**config.mk**
```make
export PLATFORM = sky130hd
export DESIGN_NAME = spart_tx
export DESIGN_NICKNAME = d
export VERILOG_FILES = /design/src/rtl/spart_pkg.sv /design/src/rtl/spart_bit_timer.sv /design/src/rtl/spart_tx.sv
export SDC_FILE = /design/constraint.sdc
export NUM_CORES = 1
export LEC_CHECK = 0
export BUFFER_PORTS_ARGS = -buffer_cell sky130_fd_sc_hd__buf_2
export CORE_AREA = 2 2 53 55
export DETAILED_ROUTE_END_ITERATION = 10
export DIE_AREA = 0 0 55 57
export PLACE_DENSITY = 0.73
export SYNTH_ARGS = -nofsm -noshare
export SYNTH_HDL_FRONTEND = slang
export SYNTH_HIERARCHICAL = 1
export SYNTH_SLANG_ARGS = --single-unit
```
**constraint.sdc**
```tcl
create_clock -name clk -period 2.75 [get_ports clk]
set_clock_uncertainty 0.1 [all_clocks]
set_input_delay 0 -clock clk [delete_from_list [all_inputs] [get_ports clk]]
set_output_delay 0 -clock clk [all_outputs]
set_load 0.02 [all_outputs]
```
**src/rtl/spart_pkg.sv**
```systemverilog
// Shared types and constants for the SPART transmitter.
// SPART_TX_PARITY_EN adds the PARITY state and the even-parity helper.
package spart_pkg;

  localparam int unsigned OVERSAMPLE = 16;
  localparam int unsigned TICK_W     = $clog2(OVERSAMPLE);
  localparam logic [TICK_W-1:0] TICK_LAST = TICK_W'(OVERSAMPLE - 1);

  localparam logic [1:0] IOADDR_BUF  = 2'b00;
  localparam logic [1:0] IOADDR_STAT = 2'b01;

`ifdef SPART_TX_PARITY_EN
  typedef enum logic [2:0] {
    TX_IDLE   = 3'd0,
    TX_START  = 3'd1,
    TX_DATA   = 3'd2,
    TX_PARITY = 3'd3,
    TX_STOP   = 3'd4
  } tx_state_e;

  function automatic logic even_parity(input logic [7:0] d);
    return ^d;
  endfunction
`else
  typedef enum logic [1:0] {
    TX_IDLE  = 2'd0,
    TX_START = 2'd1,
    TX_DATA  = 2'd2,
    TX_STOP  = 2'd3
  } tx_state_e;
`endif

endpackage

```
**src/rtl/spart_bit_timer.sv**
```systemverilog
// Oversample tick counter; bit_end marks the enable pulse that closes a bit period.
module spart_bit_timer
  import spart_pkg::*;
(
  input  logic clk,
  input  logic rst_n,
  input  logic enable,
  input  logic clear,
  output logic bit_end
);

  logic [TICK_W-1:0] tick_q, tick_d;

  // Tick counter next value; the last tick wraps to zero on its own
  always_comb begin
    if (clear) begin
      tick_d = '0;
    end else if (enable) begin
      tick_d = tick_q + TICK_W'(1);
    end else begin
      tick_d = tick_q;
    end
  end

  // Tick counter register
  always_ff @(posedge clk or negedge rst_n) begin
    if (!rst_n) begin
      tick_q <= '0;
    end else begin
      tick_q <= tick_d;
    end
  end

  assign bit_end = enable & ~clear & (tick_q == TICK_LAST);

endmodule

```
**src/rtl/spart_tx.sv**
```systemverilog
// SPART transmitter: one-byte holding buffer feeding an 8N1 serial frame.
// Define SPART_TX_PARITY_EN to send an even-parity bit between data and stop.
module spart_tx
  import spart_pkg::*;
(
  input  logic       clk,
  input  logic       rst_n,
  input  logic       enable,
  input  logic       iocs,
  input  logic       iorw,
  input  logic [1:0] ioaddr,
  input  logic [7:0] tx_data,
  output logic       txd,
  output logic       tbr
);

  tx_state_e  state_q, state_d;
  logic [7:0] buf_q, buf_d;
  logic       buf_empty_q, buf_empty_d;
  logic [7:0] shift_q, shift_d;
  logic [2:0] bit_cnt_q, bit_cnt_d;
  logic       txd_q, txd_d;
  logic       wr_s, load_s, bit_end_s, timer_clear_s;
`ifdef SPART_TX_PARITY_EN
  logic       par_q, par_d;
`endif

  assign wr_s          = iocs & ~iorw & (ioaddr == IOADDR_BUF);
  assign timer_clear_s = (state_q == TX_IDLE);
  // Buffer moves to the shifter from IDLE, or straight from a finishing STOP
  assign load_s        = ~buf_empty_q &
                         ((state_q == TX_IDLE) | ((state_q == TX_STOP) & bit_end_s));

  spart_bit_timer u_bit_timer (
    .clk     (clk),
    .rst_n   (rst_n),
    .enable  (enable),
    .clear   (timer_clear_s),
    .bit_end (bit_end_s)
  );

  // State and datapath registers
  always_ff @(posedge clk or negedge rst_n) begin
    if (!rst_n) begin
      state_q     <= TX_IDLE;
      buf_q       <= 8'h00;
      buf_empty_q <= 1'b1;
      shift_q     <= 8'h00;
      bit_cnt_q   <= 3'd0;
      txd_q       <= 1'b1;
`ifdef SPART_TX_PARITY_EN
      par_q       <= 1'b0;
`endif
    end else begin
      state_q     <= state_d;
      buf_q       <= buf_d;
      buf_empty_q <= buf_empty_d;
      shift_q     <= shift_d;
      bit_cnt_q   <= bit_cnt_d;
      txd_q       <= txd_d;
`ifdef SPART_TX_PARITY_EN
      par_q       <= par_d;
`endif
    end
  end

  // Next state, shifter and bit counter
  always_comb begin
    state_d   = state_q;
    shift_d   = shift_q;
    bit_cnt_d = bit_cnt_q;
    case (state_q)
      TX_IDLE: begin
        if (load_s) begin
          state_d   = TX_START;
          shift_d   = buf_q;
          bit_cnt_d = 3'd0;
        end else begin
          state_d = TX_IDLE;
        end
      end
      TX_START: begin
        if (bit_end_s) state_d = TX_DATA;
        else           state_d = TX_START;
      end
      TX_DATA: begin
        if (bit_end_s) begin
          shift_d   = {1'b0, shift_q[7:1]};
          bit_cnt_d = bit_cnt_q + 3'd1;
`ifdef SPART_TX_PARITY_EN
          if (bit_cnt_q == 3'd7) state_d = TX_PARITY;
          else                   state_d = TX_DATA;
`else
          if (bit_cnt_q == 3'd7) state_d = TX_STOP;
          else                   state_d = TX_DATA;
`endif
        end else begin
          state_d = TX_DATA;
        end
      end
`ifdef SPART_TX_PARITY_EN
      TX_PARITY: begin
        if (bit_end_s) state_d = TX_STOP;
        else           state_d = TX_PARITY;
      end
`endif
      TX_STOP: begin
        if (load_s) begin
          state_d   = TX_START;
          shift_d   = buf_q;
          bit_cnt_d = 3'd0;
        end else if (bit_end_s) begin
          state_d = TX_IDLE;
        end else begin
          state_d = TX_STOP;
        end
      end
      default: begin
        state_d = TX_IDLE;
      end
    endcase
  end

  // Holding buffer; a load and an accepted write can never coincide
  always_comb begin
    if (load_s) begin
      buf_d       = buf_q;
      buf_empty_d = 1'b1;
    end else if (wr_s && buf_empty_q) begin
      buf_d       = tx_data;
      buf_empty_d = 1'b0;
    end else begin
      buf_d       = buf_q;
      buf_empty_d = buf_empty_q;
    end
`ifdef SPART_TX_PARITY_EN
    if (load_s) par_d = even_parity(buf_q);
    else        par_d = par_q;
`endif
  end

  // Serial line value for the upcoming state, registered for a glitch-free txd
  always_comb begin
    case (state_d)
      TX_IDLE:   txd_d = 1'b1;
      TX_START:  txd_d = 1'b0;
      TX_DATA:   txd_d = shift_d[0];
`ifdef SPART_TX_PARITY_EN
      TX_PARITY: txd_d = par_d;
`endif
      TX_STOP:   txd_d = 1'b1;
      default:   txd_d = 1'b1;
    endcase
  end

  assign txd = txd_q;
  assign tbr = buf_empty_q;

endmodule
```
==> reports/summary.txt, run 1 <==
result of the run -> completed
adder-cell share of the synthesized area -> 8.48%
CP max stage cell -> nor3_1
Static Leakage -> 0.740 nW
number of top-level design ports -> 17
setup TNS -> 0 ps
simple-gate share of the synthesized area -> 11.9%
largest family of logic cells by synthesized area -> compound AO/OA/AOI/OAI gates
Worst path max stage delay -> 610 ps
setup repair after global routing missed its margin -> no
total power divided by cell area -> 509 nW/um^2
port buffer count -> 16
share of total power in sequential cells -> 61.6%
required time worst endpoint -> 2890 ps
summed area of non-filler cells in the final layout -> 1580 um^2
Clock Path Buffers -> 2
Critical Path AT -> 2550 ps
global-route wire length before repair -> 4.00 mm
crit path max fanout -> 7
slew margin rel. -> 47.5%
vias per cell -> 5.55
CTS tree -> built
most common flop cell mapped by yosys -> dfrtp_1
Seq/Total Area, Yosys -> 51.1%
area of the mapped netlist -> 1330 um^2
pin count of the biggest net entering global routing -> 28
Cell Area, Placed -> 1430 um^2
Area growth, synth to finish -> 19.3%
number of maximum-capacitance violations -> 0
post-route minimum period -> 2410 ps
initial antenna violation count -> 0
detailed router's first-iteration violation count -> 20
CP cell instances -> inv_1 -> ha_1 -> nor2b_1 -> and4_1 -> a21oi_1 -> nor3_1 -> a22oi_1 -> o21ai_0
floorplan die area -> 3140 um^2
Finished Core Util -> 60.6%
worst hold path class -> primary input to asynchronous set/reset pin
standard-cell rows -> 19
die width -> 55 um
most used routing layer -> met2
Initial DRT Pass Iterations -> 4
met2 GRT Util -> 26.5%
startpoint-to-endpoint class of the critical path -> register to register
post-placement setup slack -> 340 ps
count of inserted antenna diode cells -> 0
Slew Limit Fails -> 0
met3 Resource Use GR -> 3.66%
maximum level of the CTS H-tree -> 1
initial standard-cell utilization of the core -> 50.8%
Cells after Synth -> 114
number of warnings issued by yosys -> 6
average footprint of a synthesized cell -> 11.6 um^2
Reg2Reg Depth -> 8
Worst-Margin Slew -> 781 ps
WL final -> 2.34 mm
Switching Power -> 212 uW
Final setup viols -> 0
internal power summed over all cells -> 594 uW
number of flops mapped to enable cells by yosys -> 0
hold violation total from the final report -> 0
number of clock buffers inserted by TritonCTS -> 3
HPWL after DPL -> 1.67 mm
Die Y-Extent -> 57 um
Max Freq -> 415 MHz
Worst IR Drop VDD -> 0.418 mV
core area -> 2620 um^2
met1 usage in global routing -> 23.4%
Vias -> 971
Switching Share -> 26.2%
root buffer selected by CTS -> clkbuf_4
post-CTS clock slew at the launch and capture registers of the worst setup and hold paths -> 140 ps
launch point of the worst path -> state_q[0]$_DFF_PN0_
nets in the synthesized netlist -> 138
clock network power share -> 21.2%
crit share post-route -> 87.6%
sum of overflow across all layers after global routing -> 0
endpoint of the most critical register-to-register path -> shift_q[6]$_DFFE_PN0P_
compound-gate portion of the synthesized area -> 15.0%
share of post-route cells with drive strength above 1 -> 25.0%
setup slack of the critical path after layout -> 342 ps
Layout Nets -> 169
area share of xor/xnor cells in the synthesized design -> 0.660%
number of global-route vias before repair -> 920
Critical Path Source Type -> register
clock latency on the worst-skew pair -> 320 ps
share of synthesized area spent on multiplexers -> 9.43%
RR Startpoint -> state_q[0]$_DFF_PN0_
global placement routability congestion -> 0.720
distinct cell type count of the synthesized netlist -> 34
Gate power share -> 17.2%
routed len/inst -> 13.4 um
Post-route DRC -> 0
end point of the critical path -> shift_q[6]$_DFFE_PN0P_
endpoint kind of the worst setup timing path -> register
Clock Sink Count -> 27
Routed Antenna Nets -> 0
Seq cells post-synth -> 27
cts repair resizes -> 0
setup fix buffers added after clock tree synthesis -> 0
GRT Overall Usage -> 17.6%
r2r setup slk -> 340 ps
share of flip-flops with an asynchronous set or reset after synthesis -> 100%
==> flip-flops by register name, summed over array words and instances (netlist names) <==
signal / flops
state_q: 2
tbr: 1
shift_q: 8
buf_q: 8
u_bit_timer/tick_q: 4
bit_cnt_q: 3
txd: 1
==> logic make-up (layout without fill, tap and decap cells) <==
| group | count (synthesis) | in the layout |
|---|---|---|
| XOR/XNOR | 1 | 1 |
| buffers and inverters | 10 | 40 |
| flip-flops | 27 | 27 |
| AND/OR/NAND/NOR | 29 | 29 |
| AO/OA/AOI/OAI | 27 | 27 |
| multiplexers | 11 | 11 |
| adder cells (fa/ha/maj) | 9 | 9 |
==> critical path: cells and delay by family (launching register included) <==
family,cells,cell delay (ps)
simple gates,3,1040
compound gates,3,500
flops,1,410
fa+ha+maj,1,210
buf+inv,1,70
==> per-stage QoR <==
step | instances | power [mW] | hold slack, ps
after global placement | 159 | 0.621 | -71.2
after detailed placement | 159 | 0.632 | -63.1
after CTS | 175 | 0.816 | 111
after floorplan | 114 | 0.588 | -396
after global routing | 175 | 0.866 | 121
final | 175 | 0.806 | 86.2
==> power by group through the flow <==
stage / registers, mW / logic (mW) / clock network (mW)
finish: 0.496 / 0.138 / 0.171
detailed placement: 0.504 / 0.128 / 0
CTS: 0.496 / 0.141 / 0.179
global placement: 0.501 / 0.120 / 0
global route: 0.506 / 0.158 / 0.202
floorplan: 0.494 / 0.0938 / 0
==> cell usage after synthesis (2+ instances only) <==
cell | n | area [um^2]
dfrtp_1 | 25 | 626
nand2_1 | 10 | 37.5
ha_1 | 9 | 113
mux2_2 | 8 | 90.1
inv_1 | 7 | 26.3
nor2_1 | 7 | 26.3
o21ai_0 | 7 | 35.0
a22oi_1 | 6 | 45.0
a21oi_1 | 3 | 15.0
nor2b_1 | 3 | 18.8
a32o_1 | 2 | 20.0
and2_1 | 2 | 12.5
dfstp_2 | 2 | 52.6
mux2i_1 | 2 | 20.0
nor3_1 | 2 | 10.0
==> how the worst min path moves through the flow <==
stage | from | endpoint | slack [ps]
finish | rst_n | u_bit_timer/tick_q[3]$_DFFE_PN0P_ | 90
global route | rst_n | u_bit_timer/tick_q[3]$_DFFE_PN0P_ | 120
CTS | rst_n | state_q[1]$_DFF_PN0_ | 110
detailed placement | rst_n | u_bit_timer/tick_q[3]$_DFFE_PN0P_ | -60
global placement | rst_n | u_bit_timer/tick_q[0]$_DFFE_PN0P_ | -70
floorplan | rst_n | bit_cnt_q[0]$_DFFE_PN0P_ | -400
==> area by class of cell <==
cell class	count	area [um^2]
clock buffer	3	22.5
multi-input combinational	77	603
timing repair buffer	29	208
tap	31	38.8
clock inverter	1	7.51
inverter	7	26.3
fill	220	1030
sequential	27	678
==> layout by cell type (no fill, tap or decap), drive strengths merged, types with 2 or more instances in the layout <==
master / Yosys / layout
buf: 2 / 17
clkbuf: 1 / 3
dfrtp: 25 / 25
nor2: 7 / 7
dfstp: 2 / 2
and2: 2 / 2
nand2: 10 / 10
a32o: 2 / 2
inv: 7 / 7
nor2b: 3 / 3
mux2i: 2 / 2
o21ai: 8 / 8
a21oi: 4 / 4
dlygate4sd3: 0 / 12
a22oi: 6 / 6
mux2: 9 / 9
ha: 9 / 9
nor3: 2 / 2
==> timing repair <==
item	4_1_cts	5_1_grt
hold endpoints to repair	40	0
endpoints found under the setup margin	0	0
hold buffers	12	0
==> layer usage <==
metal | share of wire (%) | up-vias
met2 | 49 | 25
met4 | 3.0 | 0
met3 | 3.3 | 8
met1 | 45 | 472
li1 | - | 466
met5 | 0 | -
Note: power is estimated with default switching activity, not from simulation.
==> run 2: changes to the inputs <==
--- a/config.mk
+++ b/config.mk
@@ -6,10 +6,9 @@
 export NUM_CORES = 1
 export LEC_CHECK = 0
 export BUFFER_PORTS_ARGS = -buffer_cell sky130_fd_sc_hd__buf_2
-export CORE_AREA = 2 2 53 55
+export CORE_AREA = 2 2 70 72
 export DETAILED_ROUTE_END_ITERATION = 10
-export DIE_AREA = 0 0 55 57
-export PLACE_DENSITY = 0.73
+export DIE_AREA = 0 0 72 74
 export SYNTH_ARGS = -nofsm -noshare
 export SYNTH_HDL_FRONTEND = slang
 export SYNTH_HIERARCHICAL = 1
==> run 2 against run 1 <==
- via count decreased by 2.1%
- sequential share of layout area down 1.2 points
- power up 6.0%
- non-clock buffer count unchanged
- routed wire length is 11% higher
- flip-flop and latch count did not move
- sequential power barely moved
- first-iteration DRC count rose by 100%
- cell area is 2.8% higher
- combinational power barely moved
- highest routed layer unchanged
- register-to-register slack worse by 95 ps
==> reports/summary.txt, run 2 (synthesis results as in run 1) <==
setup repair after global routing missed its margin -> no
clock latency on the worst-skew pair -> 270 ps (-50 ps)
total power divided by cell area -> 525 nW/um^2 (+3.1%)
post-route minimum period -> 2500 ps (+95.4 ps)
launch point of the worst path -> state_q[0]$_DFF_PN0_
Final setup viols -> 0 (unchanged)
Max Freq -> 399 MHz (-3.8%)
met2 GRT Util -> 18.7% (-7.8 points)
count of inserted antenna diode cells -> 0 (unchanged)
commonest non-fill, non-tap cells in the layout -> dfrtp_1, buf_2, dlygate4sd3_1
Routed Antenna Nets -> 0 (unchanged)
crit path max fanout -> 7 (unchanged)
Vias -> 951 (-2.1%)
Critical Path AT -> 2580 ps (+30 ps)
global placement routability congestion -> 0.745 (+3.5%)
port buffer count -> 16 (unchanged)
Reg2Reg Depth -> 8 (unchanged)
core area -> 4600 um^2 (+76%)
post-placement setup slack -> 258 ps (-82.0 ps)
Bufs and invs on worst path -> 1 (unchanged)
Worst-Margin Slew -> 817 ps (+36.3 ps)
pin count of the biggest net entering global routing -> 28 (unchanged)
share of post-route cells with drive strength above 1 -> 24.3% (-0.69 points)
Slew Limit Fails -> 0 (unchanged)
Clock Sink Count -> 27 (unchanged)
die width -> 72 um (+31%)
Worst IR Drop VDD -> 0.256 mV (-39%)
biggest registers after layout -> buf_q (8), shift_q (8), u_bit_timer/tick_q (4)
maximum level of the CTS H-tree -> 1 (unchanged)
number of top-level design ports -> 17 (unchanged)
Critical Path Source Type -> register
RR Startpoint -> state_q[0]$_DFF_PN0_
routed len/inst -> 13.1 um (-2.1%)
required time worst endpoint -> 2830 ps (-60 ps)
CP max stage cell -> nor3_1
startpoint-to-endpoint class of the critical path -> register to register
most common library cell in the layout ignoring fill and taps -> dfrtp_1
setup slack of the critical path after layout -> 246 ps (-95.4 ps)
detailed router's first-iteration violation count -> 40 (+100%)
Layout Nets -> 169 (unchanged)
end point of the critical path -> shift_q[4]$_DFFE_PN0P_
initial standard-cell utilization of the core -> 28.9% (-22 points)
fillers -> 455 (+110%)
endpoint of the most critical register-to-register path -> shift_q[4]$_DFFE_PN0P_
floorplan die area -> 5330 um^2 (+70%)
kind of cell adding the most delay to the critical path -> simple AND/OR/NAND/NOR gates
worst hold path class -> primary input to asynchronous set/reset pin
Static Leakage -> 0.748 nW (+1.2%)
CP cell instances -> inv_1 -> ha_1 -> nor2b_1 -> and4_1 -> a21oi_1 -> nor3_1 -> a22oi_1 -> o21ai_0
post-CTS clock slew at the launch and capture registers of the worst setup and hold paths -> 80 ps (-60 ps)
most used routing layer -> met2
GRT Overall Usage -> 10.9% (-6.7 points)
global-route wire length before repair -> 4.57 mm (+14%)
total stage count of the critical path -> 8 (unchanged)
WL final -> 2.59 mm (+11%)
hold violation total from the final report -> 0 (unchanged)
Initial DRT Pass Iterations -> 4 (unchanged)
met3 Resource Use GR -> 2.03% (-1.6 points)
vias per cell -> 4.80 (-13%)
slew margin rel. -> 45.1% (-2.4 points)
cts repair resizes -> 0 (unchanged)
root buffer selected by CTS -> clkbuf_8
sum of overflow across all layers after global routing -> 0 (unchanged)
HPWL after DPL -> 1.93 mm (+16%)
setup TNS -> 0 ps (unchanged)
CTS tree -> built
standard-cell rows -> 25 (+6)
number of global-route vias before repair -> 1040 (+13%)
number of maximum-capacitance violations -> 0 (unchanged)
result of the run -> completed
met1 usage in global routing -> 13.8% (-9.7 points)
r2r setup slk -> 250 ps (-100 ps)
Area growth, synth to finish -> 22.6%
endpoint kind of the worst setup timing path -> register
number of clock buffers inserted by TritonCTS -> 3 (unchanged)
crit share post-route -> 91.0% (+3.5 points)
Worst path max stage delay -> 650 ps (+40 ps)
Clock Path Buffers -> 2 (unchanged)
initial antenna violation count -> 0 (unchanged)
Post-route DRC -> 0 (unchanged)
Die Y-Extent -> 74 um (+30%)
-- run 2: changes by cell type in the layout (fill, tap and decap cells not counted) --
| cell | before | now |
|---|---|---|
| clkbuf_4 | 3 | 0 |
| clkbuf_8 | 0 | 3 |
| clkbuf_1 | 0 | 1 |
| clkinvlp_4 | 1 | 0 |
-- run 2: where the power goes --
group | internal (mW) | switching (mW)
clock network | 0.104 | 0.115
registers | 0.461 | 0.0368
logic | 0.0789 | 0.0598
total | 0.643 | 0.211
-- run 2: worst min path at each step --
stage,startpoint,to,slack [ps],cells past startpoint
2_1_floorplan,rst_n,bit_cnt_q[0]$_DFFE_PN0P_,-400,0
3_3_place_gp,rst_n,bit_cnt_q[1]$_DFFE_PN0P_,-70,1
3_5_place_dp,rst_n,buf_q[7]$_DFFE_PN0P_,-60,1
4_1_cts,rst_n,buf_q[7]$_DFFE_PN0P_,180,2
5_1_grt,rst_n,buf_q[3]$_DFFE_PN0P_,220,2
6_report,rst_n,bit_cnt_q[0]$_DFFE_PN0P_,160,2
-- run 2: layer usage --
| metal | vias up | share of wire, % |
|---|---|---|
| met5 | - | 0 |
| met3 | 5 | 2.2 |
| li1 | 467 | - |
| met4 | 0 | 1.5 |
| met1 | 463 | 47 |
| met2 | 16 | 50 |
-- run 2: repair_timing --
action / in CTS / in global routing
hold endpoints to repair: 35 / 0
setup endpoints to repair: 0 / 0
hold buffers: 12 / 0
setup buffers: 0 / 0
-- run 2: per-stage QoR --
| stage | total power [mW] | hold WS (ps) | util, % | instances | cell area [um^2] |
|---|---|---|---|---|---|
| after floorplan | 0.588 | -396 | - | 114 | 1330 |
| after global placement | 0.625 | -65.5 | 31.8 | 182 | 1460 |
| after detailed placement | 0.636 | -62.4 | 31.8 | 182 | 1460 |
| after CTS | 0.867 | 179 | 35.4 | 198 | 1630 |
| after global routing | 0.916 | 216 | 35.4 | 198 | 1630 |
| final | 0.854 | 161 | 35.4 | 198 | 1630 |
-- run 2: layout make-up --
type                    count  area [um^2]  share of cell area (%)
flip-flops and latches     27          678                    41.7
well taps                  54         67.6                    4.15
inverters                   7         26.3                    1.61
repair buffers             29          208                    12.8
multi-input cells          77          603                    37.0
clock buffers               4         45.0                    2.77
==> run 3: changes to the inputs <==
--- a/config.mk
+++ b/config.mk
@@ -6,9 +6,12 @@
 export NUM_CORES = 1
 export LEC_CHECK = 0
 export BUFFER_PORTS_ARGS = -buffer_cell sky130_fd_sc_hd__buf_2
+export CELL_PAD_IN_SITES_DETAIL_PLACEMENT = 1
+export CELL_PAD_IN_SITES_GLOBAL_PLACEMENT = 2
 export CORE_AREA = 2 2 70 72
 export DETAILED_ROUTE_END_ITERATION = 10
 export DIE_AREA = 0 0 72 74
+export PLACE_DENSITY_LB_ADDON = 0.1
 export SYNTH_ARGS = -nofsm -noshare
 export SYNTH_HDL_FRONTEND = slang
 export SYNTH_HIERARCHICAL = 1
==> run 3 against run 2 <==
- flip-flop and latch count unchanged
- hold slack better by 17 ps
- sequential power about the same
- final cell count up 1.0%
- setup slack better by 30 ps
- routed wire length up 7.3%
- count of clock-buffer cells in the layout unchanged
- largest cell class unchanged
- cell area up 1.2%
- highest routed layer unchanged
- fmax up 1.2%
- combinational power up 3%
- die area unchanged
- power up 1.4%
==> reports/summary.txt, run 3 (synthesis results as in run 1) <==
result of the run -> completed
commonest non-fill, non-tap cells in the layout -> dfrtp_1, buf_2, dlygate4sd3_1
CP cell instances -> inv_1 -> ha_1 -> nor2b_1 -> and4_1 -> inv_1 -> a21oi_4 -> o21ai_2 -> buf_4 -> a221o_1 -> a22o_1
Final setup viols -> 0 (unchanged)
share of post-route cells with drive strength above 1 -> 26.0% (+1.7 points)
CTS tree -> built
standard-cell rows -> 25 (unchanged)
floorplan die area -> 5330 um^2 (unchanged)
Cell Area, Placed -> 1480 um^2 (+1.0%)
core area -> 4600 um^2 (unchanged)
Clock Path Buffers -> 2 (unchanged)
maximum level of the CTS H-tree -> 1 (unchanged)
global placement routability congestion -> 0.658 (-12%)
Die Y-Extent -> 74 um (unchanged)
endpoint kind of the worst setup timing path -> register
Routed Antenna Nets -> 0 (unchanged)
final cell count without fillers -> 200 (+1.0%)
crit share post-route -> 89.9% (-1.1 points)
number of clock buffers inserted by TritonCTS -> 3 (unchanged)
Total Power Consumption -> 866 uW (+1.4%)
Critical Path AT -> 2580 ps (about the same)
Vias -> 949 (-0.21%)
Finished Core Util -> 35.8% (+0.44 points)
setup slack of the critical path after layout -> 276 ps (+30.2 ps)
Clock Sink Count -> 27 (unchanged)
total power divided by cell area -> 526 nW/um^2 (+0.19%)
GRT Overall Usage -> 11.8% (+0.81 points)
Worst Hold Slack -> 178 ps (+16.8 ps)
number of top-level design ports -> 17 (unchanged)
pin count of the biggest net entering global routing -> 28 (unchanged)
WL final -> 2.78 mm (+7.3%)
global-route wire length before repair -> 4.78 mm (+4.7%)
Initial DRT Pass Iterations -> 4 (unchanged)
placed cell count -> 184 (+1.1%)
startpoint-to-endpoint class of the critical path -> register to register
HPWL after DPL -> 2.04 mm (+5.9%)
fillers -> 512 (+13%)
Worst-Margin Slew -> 640 ps (-178 ps)
Worst path max stage delay -> 390 ps (-260 ps)
setup repair after global routing missed its margin -> no
die width -> 72 um (unchanged)
sum of overflow across all layers after global routing -> 0 (unchanged)
routed len/inst -> 13.9 um (+6.2%)
Layout Nets -> 171 (+1.2%)
CP max stage cell -> dfrtp_1
number of maximum-capacitance violations -> 0 (unchanged)
most common library cell in the layout ignoring fill and taps -> dfrtp_1
post-CTS clock slew at the launch and capture registers of the worst setup and hold paths -> 90 ps (about the same)
Post-route DRC -> 0 (unchanged)
Slew Limit Fails -> 0 (unchanged)
setup TNS -> 0 ps (unchanged)
biggest registers after layout -> buf_q (8), shift_q (8), u_bit_timer/tick_q (4)
post-placement setup slack -> 210 ps (-47.2 ps)
number of global-route vias before repair -> 1017 (-2.2%)
root buffer selected by CTS -> clkbuf_8
port buffer count -> 16 (unchanged)
summed area of non-filler cells in the final layout -> 1650 um^2 (+1.2%)
detailed router's first-iteration violation count -> 23 (-43%)
Static Leakage -> 0.757 nW (+1.2%)
clock latency on the worst-skew pair -> 270 ps (about the same)
hold violation total from the final report -> 0 (unchanged)
initial antenna violation count -> 0 (unchanged)
count of inserted antenna diode cells -> 0 (unchanged)
worst hold path class -> primary input to asynchronous set/reset pin
Max Freq -> 404 MHz (+1.2%)
library cell appearing most often on the critical path -> inv_1
Worst IR Drop VDD -> 0.197 mV (-23%)
initial standard-cell utilization of the core -> 28.9% (unchanged)
Area growth, synth to finish -> 24.1%
crit path max fanout -> 9 (+2)
post-route minimum period -> 2470 ps (-30.2 ps)
vias per cell -> 4.75 (-1.2%)
Critical Path Source Type -> register
slew margin rel. -> 57.4% (+12 points)
required time worst endpoint -> 2860 ps (+30 ps)
[run 3: cell count changes in the layout (fill, tap and decap cells not counted)]
cell	change
nor3_1	-1
nor3_2	+1
buf_4	+2
[run 3: routing by layer]
| metal | wire [um] | GRT usage (%) |
|---|---|---|
| met1 | 1300 | 14.8 |
| met2 | 1350 | 20.0 |
| met3 | 80 | 2.57 |
| met4 | 40 | 4.40 |
| met5 | 0 | 0 |
[run 3: report_power, final]
group / switching [mW] / total (mW) / internal [mW]
Clock: 0.123 / 0.227 / 0.104
Combinational: 0.0614 / 0.143 / 0.0820
Sequential: 0.0354 / 0.496 / 0.460
Total: 0.220 / 0.866 / 0.646
[run 3: worst max-delay path: cells and delay by family (launching register included)]
family	cells	cell delay (ps)
buf+inv	3	360
flops	1	390
simple gates	2	460
fa+ha+maj	1	210
compound gates	4	890
[run 3: final cells by class]
cell class / instances / area [um^2] / share of cell area (%)
sequential: 27 / 678 / 41.2
clock buffer: 4 / 45.0 / 2.73
multi-input combinational: 77 / 608 / 36.9
timing repair buffer: 31 / 223 / 13.5
tap: 54 / 67.6 / 4.10
inverter: 7 / 26.3 / 1.59
[run 3: worst paths after layout]
check | startpoint | endpoint | slack (ps) | cells past startpoint
worst min register to register | shift_q[6]$_DFFE_PN0P_ | shift_q[6]$_DFFE_PN0P_ | 390 | 2
worst min-delay path | rst_n | u_bit_timer/tick_q[2]$_DFFE_PN0P_ | 180 | 2
worst max-delay path | state_q[0]$_DFF_PN0_ | txd$_DFF_PN1_ | 280 | 10
worst max register to register | state_q[0]$_DFF_PN0_ | txd$_DFF_PN1_ | 280 | 10
max in group asynchronous | rst_n | shift_q[4]$_DFFE_PN0P_ | 1960 | 2
min in group clk | iorw | buf_q[5]$_DFFE_PN0P_ | 270 | 4
[run 3: timing repair]
item	CTS	global route
hold buffers	12	0
setup endpoints to repair	0	3
setup buffers	0	0
resized for setup	0	1
hold endpoints to repair	36	0
